`config.mk`:
```
export PLATFORM = sky130hd
export DESIGN_NAME = hps_reset_sequencer
export DESIGN_NICKNAME = d
export VERILOG_FILES = /design/src/rtl/hps_rst_pkg.sv /design/src/rtl/rst_req_sync_edge.sv /design/src/rtl/hps_reset_sequencer.sv
export SDC_FILE = /design/constraint.sdc
export NUM_CORES = 1
export LEC_CHECK = 0
export ABC_AREA = 0
export CORE_MARGIN = 2
export CORE_UTILIZATION = 30
export DETAILED_ROUTE_END_ITERATION = 6
export PLACE_DENSITY = 0.54
export REMOVE_ABC_BUFFERS = 1
export SYNTH_ARGS = -nofsm -noshare
export SYNTH_HDL_FRONTEND = slang
export SYNTH_SLANG_ARGS = --single-unit
```
`constraint.sdc`:
```
create_clock -name clk -period 5.2 [get_ports clk]
set_clock_uncertainty 0.2 [all_clocks]
set_input_delay 1.04 -clock clk [delete_from_list [all_inputs] [get_ports clk]]
set_output_delay 1.04 -clock clk [all_outputs]
set_load 0.02 [all_outputs]
```
`src/rtl/hps_rst_pkg.sv`:
```
// Shared types and helpers for the HPS reset-request sequencer.
package hps_rst_pkg;

    typedef enum logic [1:0] {
        ST_IDLE    = 2'd0,
        ST_PULSE   = 2'd1,
        ST_HOLDOFF = 2'd2
    } state_t;

    localparam logic [1:0] RST_COLD  = 2'd0;
    localparam logic [1:0] RST_WARM  = 2'd1;
    localparam logic [1:0] RST_DEBUG = 2'd2;
    localparam logic [1:0] RST_NONE  = 2'd3;

    localparam int unsigned NUM_REQ   = 3;
    localparam int unsigned REQ_COLD  = 0;
    localparam int unsigned REQ_WARM  = 1;
    localparam int unsigned REQ_DEBUG = 2;

    // Fixed priority: cold > warm > debug.
    function automatic logic [1:0] prio_grant(input logic [NUM_REQ-1:0] pend);
        if (pend[REQ_COLD])       return RST_COLD;
        else if (pend[REQ_WARM])  return RST_WARM;
        else if (pend[REQ_DEBUG]) return RST_DEBUG;
        else                      return RST_NONE;
    endfunction

    // Pending bits retired by a grant; cold subsumes warm and debug.
    function automatic logic [NUM_REQ-1:0] grant_clear(input logic [1:0] g);
        case (g)
            RST_COLD:  return 3'b111;
            RST_WARM:  return 3'b010;
            RST_DEBUG: return 3'b100;
            default:   return 3'b000;
        endcase
    endfunction

endpackage

```
`src/rtl/rst_req_sync_edge.sv`:
```
// 2-FF synchronizer with a delayed copy for single-cycle rising-edge detection.
module rst_req_sync_edge #(
    parameter int unsigned WIDTH = 1
) (
    input  logic             clk,
    input  logic             rst_n,
    input  logic [WIDTH-1:0] din,
    output logic [WIDTH-1:0] rise_c
);

    logic [WIDTH-1:0] s1;
    logic [WIDTH-1:0] s2;
    logic [WIDTH-1:0] s3;

    always_ff @(posedge clk or negedge rst_n) begin
        if (!rst_n) begin
            s1 <= '0;
            s2 <= '0;
            s3 <= '0;
        end else begin
            s1 <= din;
            s2 <= s1;
            s3 <= s2;
        end
    end

    assign rise_c = s2 & ~s3;

endmodule

```
`src/rtl/hps_reset_sequencer.sv`:
```
// Queues cold/warm/debug reset requests and issues one prioritized active-low pulse at a time.
// Optional statistics outputs (pulse_cnt, coalesced) under `HPS_RST_SEQ_STATS_EN.
module hps_reset_sequencer
    import hps_rst_pkg::*;
#(
    parameter int unsigned COLD_PULSE  = 6,
    parameter int unsigned WARM_PULSE  = 2,
    parameter int unsigned DEBUG_PULSE = 32,
    parameter int unsigned HOLDOFF     = 50000,
    parameter int unsigned CNT_WIDTH   = 16
) (
    input  logic               clk,
    input  logic               rst_n,
    input  logic [NUM_REQ-1:0] req_in,
    output logic               cold_reset_req_n,
    output logic               warm_reset_req_n,
    output logic               debug_reset_req_n,
    output logic               busy,
    output logic [NUM_REQ-1:0] pending,
    output logic [1:0]         last_grant
`ifdef HPS_RST_SEQ_STATS_EN
    ,
    output logic [7:0]         pulse_cnt,
    output logic               coalesced
`endif
);

    localparam logic [CNT_WIDTH-1:0] COLD_LOAD  = CNT_WIDTH'(COLD_PULSE - 1);
    localparam logic [CNT_WIDTH-1:0] WARM_LOAD  = CNT_WIDTH'(WARM_PULSE - 1);
    localparam logic [CNT_WIDTH-1:0] DEBUG_LOAD = CNT_WIDTH'(DEBUG_PULSE - 1);
    localparam logic [CNT_WIDTH-1:0] HOLD_LOAD  = CNT_WIDTH'((HOLDOFF > 0) ? HOLDOFF - 1 : 0);

    logic [NUM_REQ-1:0]   rise;
    state_t               state_q, state_d;
    logic [CNT_WIDTH-1:0] cnt_q, cnt_d;
    logic [NUM_REQ-1:0]   req_n_q, req_n_d;
    logic [NUM_REQ-1:0]   pend_d;
    logic [NUM_REQ-1:0]   pend_clr;
    logic [1:0]           last_d;
    logic [1:0]           grant;

    rst_req_sync_edge #(.WIDTH(NUM_REQ)) u_sync (
        .clk    (clk),
        .rst_n  (rst_n),
        .din    (req_in),
        .rise_c (rise)
    );

    // Next-state, counter, pulse and pending-queue logic.
    always_comb begin
        state_d  = state_q;
        cnt_d    = cnt_q;
        req_n_d  = req_n_q;
        last_d   = last_grant;
        pend_clr = '0;
        grant    = prio_grant(pending);
        case (state_q)
            ST_IDLE: begin
                if (pending != '0) begin
                    state_d  = ST_PULSE;
                    last_d   = grant;
                    pend_clr = grant_clear(grant);
                    case (grant)
                        RST_COLD: begin
                            cnt_d   = COLD_LOAD;
                            req_n_d = 3'b110;
                        end
                        RST_WARM: begin
                            cnt_d   = WARM_LOAD;
                            req_n_d = 3'b101;
                        end
                        default: begin
                            cnt_d   = DEBUG_LOAD;
                            req_n_d = 3'b011;
                        end
                    endcase
                end
            end
            ST_PULSE: begin
                if (cnt_q == '0) begin
                    req_n_d = '1;
                    if (HOLDOFF > 0) begin
                        state_d = ST_HOLDOFF;
                        cnt_d   = HOLD_LOAD;
                    end else begin
                        state_d = ST_IDLE;
                    end
                end else begin
                    cnt_d = cnt_q - CNT_WIDTH'(1);
                end
            end
            ST_HOLDOFF: begin
                if (cnt_q == '0) state_d = ST_IDLE;
                else             cnt_d   = cnt_q - CNT_WIDTH'(1);
            end
            default: begin
                state_d = ST_IDLE;
                req_n_d = '1;
            end
        endcase
        // A rise coinciding with its own grant survives the clear.
        pend_d = (pending & ~pend_clr) | rise;
    end

    always_ff @(posedge clk or negedge rst_n) begin
        if (!rst_n) begin
            state_q    <= ST_IDLE;
            cnt_q      <= '0;
            req_n_q    <= '1;
            pending    <= '0;
            last_grant <= RST_NONE;
            busy       <= 1'b0;
        end else begin
            state_q    <= state_d;
            cnt_q      <= cnt_d;
            req_n_q    <= req_n_d;
            pending    <= pend_d;
            last_grant <= last_d;
            busy       <= (state_d != ST_IDLE);
        end
    end

    assign cold_reset_req_n  = req_n_q[REQ_COLD];
    assign warm_reset_req_n  = req_n_q[REQ_WARM];
    assign debug_reset_req_n = req_n_q[REQ_DEBUG];

`ifdef HPS_RST_SEQ_STATS_EN
    logic grant_now;
    logic coal_now;

    // Coalesce: a rise onto a still-queued bit, or queued bits swallowed by a cold grant.
    assign grant_now = (state_q == ST_IDLE) && (pending != '0);
    assign coal_now  = ((rise & pending & ~pend_clr) != '0) ||
                       (grant_now && (grant == RST_COLD) &&
                        ((pending & 3'b110) != '0));

    always_ff @(posedge clk or negedge rst_n) begin
        if (!rst_n) begin
            pulse_cnt <= '0;
            coalesced <= 1'b0;
        end else begin
            if (grant_now) pulse_cnt <= pulse_cnt + 8'd1;
            if (coal_now)  coalesced <= 1'b1;
        end
    end
`endif

endmodule

```
Word-level counts from Yosys, hierarchy flattened
Index checks and enable logic that the tools add are counted.
{"block": "word_totals", "ff_bits": 36}
{"block": "op_classes", "n_addsub": 1, "eq_ne": 7, "n_mux": 19, "bitwise_logic": 6, "n_reduce_logical": 9}
{"operator": "16-bit 2-to-1 mux", "n": 3}
{"operator": "16-bit case mux with 3 select lines", "n": 1}
{"operator": "3-bit case mux with 3 select lines", "n": 2}
{"operator": "16-bit zero test", "n": 1}
{"operator": "16-bit by 1-bit subtractor with 16-bit output, second input constant", "n": 1}
{"operator": "3-bit 2-to-1 mux", "n": 4}
{"operator": "2-bit 2-to-1 mux", "n": 5}
{"operator": "5-bit case mux with 2 select lines", "n": 1}
{"operator": "3-bit bitwise AND", "n": 2}
{"operator": "2-bit inequality test, second input constant", "n": 3}
{"operator": "3-bit NOT", "n": 2}
{"operator": "2-bit case mux with 3 select lines", "n": 1}
{"operator": "3-bit case mux with 2 select lines", "n": 1}
{"operator": "3-bit AND reduction", "n": 2}
{"operator": "3-bit nonzero test", "n": 2}
{"operator": "2-bit by 1-bit equality test with 1-bit output, second input constant", "n": 2}
{"operator": "2-bit equality test, second input constant", "n": 2}
{"operator": "2-bit zero test", "n": 2}
{"operator": "3-bit OR", "n": 1}
{"operator": "2-bit AND reduction", "n": 1}
{"operator": "2-bit nonzero test", "n": 1}
{"operator": "1-bit 2-to-1 mux", "n": 1}
{"operator": "1-bit NOT", "n": 1}

Longest topological paths before layout
{"block": "logic_depth", "ltp_word": 10, "mapped_depth": 8, "ltp_nobuf": 7}

By module
Synthesis repeated with hierarchy kept, for this count alone.
{"block": "unflattened", "cells_unflattened": 178, "area_unflattened_um2": 1871.8}
{"mod": "hps_reset_sequencer", "n_inst": 1, "cells_each": 166, "area_per_inst_um2": 1605.3}
{"mod": "rst_req_sync_edge", "n_inst": 1, "cells_each": 12, "area_per_inst_um2": 266.5}

Worst setup path after synthesis
Ideal clock, no wire load.
{"block": "synth_timing", "kind": "reg-to-reg", "from": "register cnt_q[0]", "to": "register cnt_q[5]", "t_arrival_ns": 1.708, "path_slack_ns": 3.188, "path_stages_with_launch": 9, "path_buffers": 1, "synth_period_minus_slack_ns": 2.012, "path_cell_list": "dfrtp_1 -> inv_1 -> ha_1 -> nor4b_4 -> nand4_2 -> o31ai_4 -> buf_6 -> nand2_1 -> o311ai_1"}
{"block": "synth_via", "elab_chain_len": 3}
{"item": "start, declared", "line_no": "hps_reset_sequencer.sv:35", "rtl": "logic [CNT_WIDTH-1:0] cnt_q, cnt_d;"}
{"item": "start signal, assigned", "line_no": "hps_reset_sequencer.sv:115", "rtl": "cnt_q <= cnt_d;"}
{"item": "16-bit by 1-bit subtractor with 16-bit output or 16-bit zero test (tied branches)"}
{"item": "16-bit 2-to-1 mux (tied with other cells)", "line_no": "hps_reset_sequencer.sv:93", "rtl": "if (cnt_q == '0) state_d = ST_IDLE;"}
{"item": "16-bit case mux with 3 select lines or 3-bit AND reduction (tied branches)"}
Parallel ways exist; a longest one is shown, timed or not. The select of a mux whose other input is x is not followed.
A chain may end at the register's enable or synchronous reset.

Worst setup path in the final report
{"block": "layout_timing", "from": "register pending[1]", "to": "output pending[1]"}
{"item": "start, declared", "line_no": "hps_reset_sequencer.sv:19", "rtl": "output logic [NUM_REQ-1:0] pending,"}
{"item": "start signal, assigned", "line_no": "hps_reset_sequencer.sv:117", "rtl": "pending <= pend_d;"}
No word-level cell between the ends.

==> impl_metrics.env <==
export IMPL_placed_area_mm2=0.00205
export IMPL_status="completed"
export IMPL_grt_pass1_wl_um=6870
export IMPL_initial_core_util_pct=31.3
export IMPL_synth_top_area_cell="dfrtp_1"
export IMPL_post_synth_inst_count=188
export IMPL_synth_ff_type="dfrtp_1"
export IMPL_groute_usage_overall_pct=12.2
export IMPL_seq_power_share_pct=35.8
export IMPL_p_sw_uw=618
export IMPL_die_width_um=83.1
export IMPL_via_count=1497
export IMPL_grt_overflow=0
export IMPL_crit_family="buffers and inverters"
export IMPL_cp_max_fo=10
export IMPL_period_share_pct=53.2
export IMPL_timing_slew_headroom_pct=37.1
export IMPL_postSynth_asyncResetShare_pct=100
export IMPL_clock_latency_ns=0.29
export IMPL_synth_compound_area_share_pct=25.1
export IMPL_ys_ff_latch=36
export IMPL_die_h_um=83.1
export IMPL_worst_pin_slew_ns=0.944
export IMPL_io_buffers=13
export IMPL_cpMaxStageDelayCell="clkdlybuf4s50_1"
export IMPL_layout_drive_gt1_share_pct=13.4
export IMPL_synth_top_cell_area_share_pct=41.3
export IMPL_synth_edff_count=0
export IMPL_cts_tree="yes"
export IMPL_fmax_mhz=362
export IMPL_vias_per_cell=5.40
export IMPL_drc_errors=0
export IMPL_p_comb_share_pct=49.2
export IMPL_cts_hold_buffers=0
export IMPL_hold_violations=0
export IMPL_synth_xor_area_share_pct=0
export IMPL_synth_most_common_cell="dfrtp_1"
export IMPL_areaGrowthSynthToFinish_pct=14.4
export IMPL_clkSinkCount=36
export IMPL_cp_start_kind="register"
export IMPL_cp_required_ns=3.96
export IMPL_switching_share_pct=45.1
export IMPL_ys_seq_area_share_pct=48.3
export IMPL_cp_num_buf_inv=1
export IMPL_grt_pass1_vias=1374
export IMPL_synth_fa_ha_area_share_pct=3.33
export IMPL_p_clk_share_pct=14.9
export IMPL_first_pass_iters=4
export IMPL_die_area_mm2=0.00690
export IMPL_final_area_mm2=0.00215
export IMPL_fin_nets=211
export IMPL_netlist_area_mm2=0.00188
export IMPL_finalSetupViolations=0
export IMPL_synthSimpleGateAreaFrac_pct=17.8
export IMPL_power_leakage_uw=0.000916
export IMPL_slew_viol_final=0
export IMPL_synth_common_cells="dfrtp_1, nor2_1, a21oi_1, inv_1, nand2_1"
export IMPL_grt_max_degree=37
export IMPL_rows=28
export IMPL_critPathMaxStageDelay_ns=0.68
export IMPL_cts_max_level=2
export IMPL_cts_buffers=5
export IMPL_synthTopCellsByArea="dfrtp_1, dfstp_2, a21oi_1, ha_1, nor2_1"
export IMPL_boundaryPins=14
export IMPL_whs_ns=0.151
export IMPL_yosys_warnings=0
export IMPL_wl_per_cell_um=14.4
export IMPL_clockBufferDepth=2
export IMPL_place_hpwl_um=2770
export IMPL_power_density_mw_per_mm2=638
export IMPL_diodes=0
export IMPL_endpoint_kind="primary output"
export IMPL_synthMuxAreaShare_pct=0
export IMPL_cts_resized=0
export IMPL_drt_iter0_drc=86
export IMPL_clockRootBuffer="clkbuf_8"
export IMPL_critical_path_class="reg -> out"
export IMPL_path_cells="clkdlybuf4s50_1"
export IMPL_drt_wl_total_um=3990
export IMPL_power_uw=1370
export IMPL_rsz0062_at_grt="false"
export IMPL_syn_avg_cell_area_um2=9.98
export IMPL_ys_types=49
export IMPL_post_cts_buffers=0
export IMPL_final_antenna_net_count=0
export IMPL_min_path_type="reg -> reg"
export IMPL_place_congestion=0.777
export IMPL_antenna_found_initial=0
export IMPL_final_setup_tns_ns=0
export IMPL_crit_arrival_ns=1.53
export IMPL_period_needed_ns=2.77
export IMPL_clk_pin_slew_worst_paths_ns=0.08
export IMPL_ir_drop_v=0.000157
export IMPL_core_mm2=0.00599
export IMPL_synth_top_family_by_area="compound AO/OA/AOI/OAI gates"
export IMPL_p_int_uw=753
export IMPL_drv_cap=0
export IMPL_fin_util_pct=35.8
[metrics by stage]
step	std cells	worst slack, ns
floorplan	180	2.94
global placement	269	2.65
detailed placement	269	2.56
CTS	277	2.43
global route	277	2.36
finish	277	2.43
[cell usage in the layout (no fill, tap or decap), types with 2 or more instances in the layout]
master	instances
nand2_1	14
o21a_1	2
o21ai_0	9
a21oi_1	14
and3_1	2
o22a_1	2
nor3_1	6
clkinvlp_4	2
o41ai_1	6
o31ai_1	2
a2bb2oi_1	2
o21ai_1	8
clkbuf_8	5
clkdlybuf4s50_1	12
o311ai_0	2
or3_1	3
o22ai_1	3
a31o_2	2
nor2_1	15
ha_1	5
o31a_1	2
a31oi_1	4
dfstp_2	5
nand3_1	4
inv_1	14
dfrtp_1	31
[logic make-up (layout without fill, tap and decap cells)]
family                     count (synthesis)  in the layout
and+or+nand+nor                           57             57
buffers and inverters                     22             36
DFF                                       36             36
adders and majority gates                  5              5
AOI/OAI and AO/OA                         68             68
[power groups by stage]
stage          Combinational, µW  Clock, µW  Sequential, µW
6_report                     675        205             491
5_1_grt                      754        225             507
3_5_place_dp                 678          0             497
3_3_place_gp                 677          0             496
4_1_cts                      679        213             492
2_1_floorplan                456          0             505
[sequential cells by signal, summed over array words and instances, names as in the netlist]
name,flops
cnt_q,16
pending,3
req_n_q,3
u_sync.s1,3
u_sync.s2,3
u_sync.s3,3
last_grant,2
state_q,2
busy,1
[area by class of cell]
| class | count | area [µm²] |
|---|---|---|
| Clock inverter | 3 | 23.8 |
| Sequential cell | 36 | 907 |
| Multi-Input combinational cell | 130 | 868 |
| Tap cell | 75 | 93.8 |
| Clock buffer | 5 | 68.8 |
| Inverter | 14 | 52.6 |
| Timing Repair Buffer | 14 | 133 |
| Fill cell | 612 | 3840 |
[worst paths after layout]
check                             start           end  slack [ns]  cells past startpoint
hold / removal             u_sync.s1[2]  u_sync.s2[2]        0.15                      0
setup / recovery             pending[1]    pending[1]        2.43                      1
min in group asynchronous         rst_n  u_sync.s1[2]        0.63                      1
max in group asynchronous         rst_n      cnt_q[9]        3.66                      1
hold reg to reg            u_sync.s1[2]  u_sync.s2[2]        0.15                      0
setup reg to reg               cnt_q[0]     cnt_q[15]        2.57                      7
[layer usage]
| layer | vias up | part of all wire [%] | global-route usage, % |
|---|---|---|---|
| li1 | 719 | - | - |
| met1 | 741 | 49 | 16.8 |
| met2 | 28 | 45 | 18.0 |
| met3 | 9 | 3.2 | 2.88 |
| met4 | 0 | 2.5 | 5.81 |
| met5 | - | 0 | 0 |
Power figures use the tool's default switching activity.
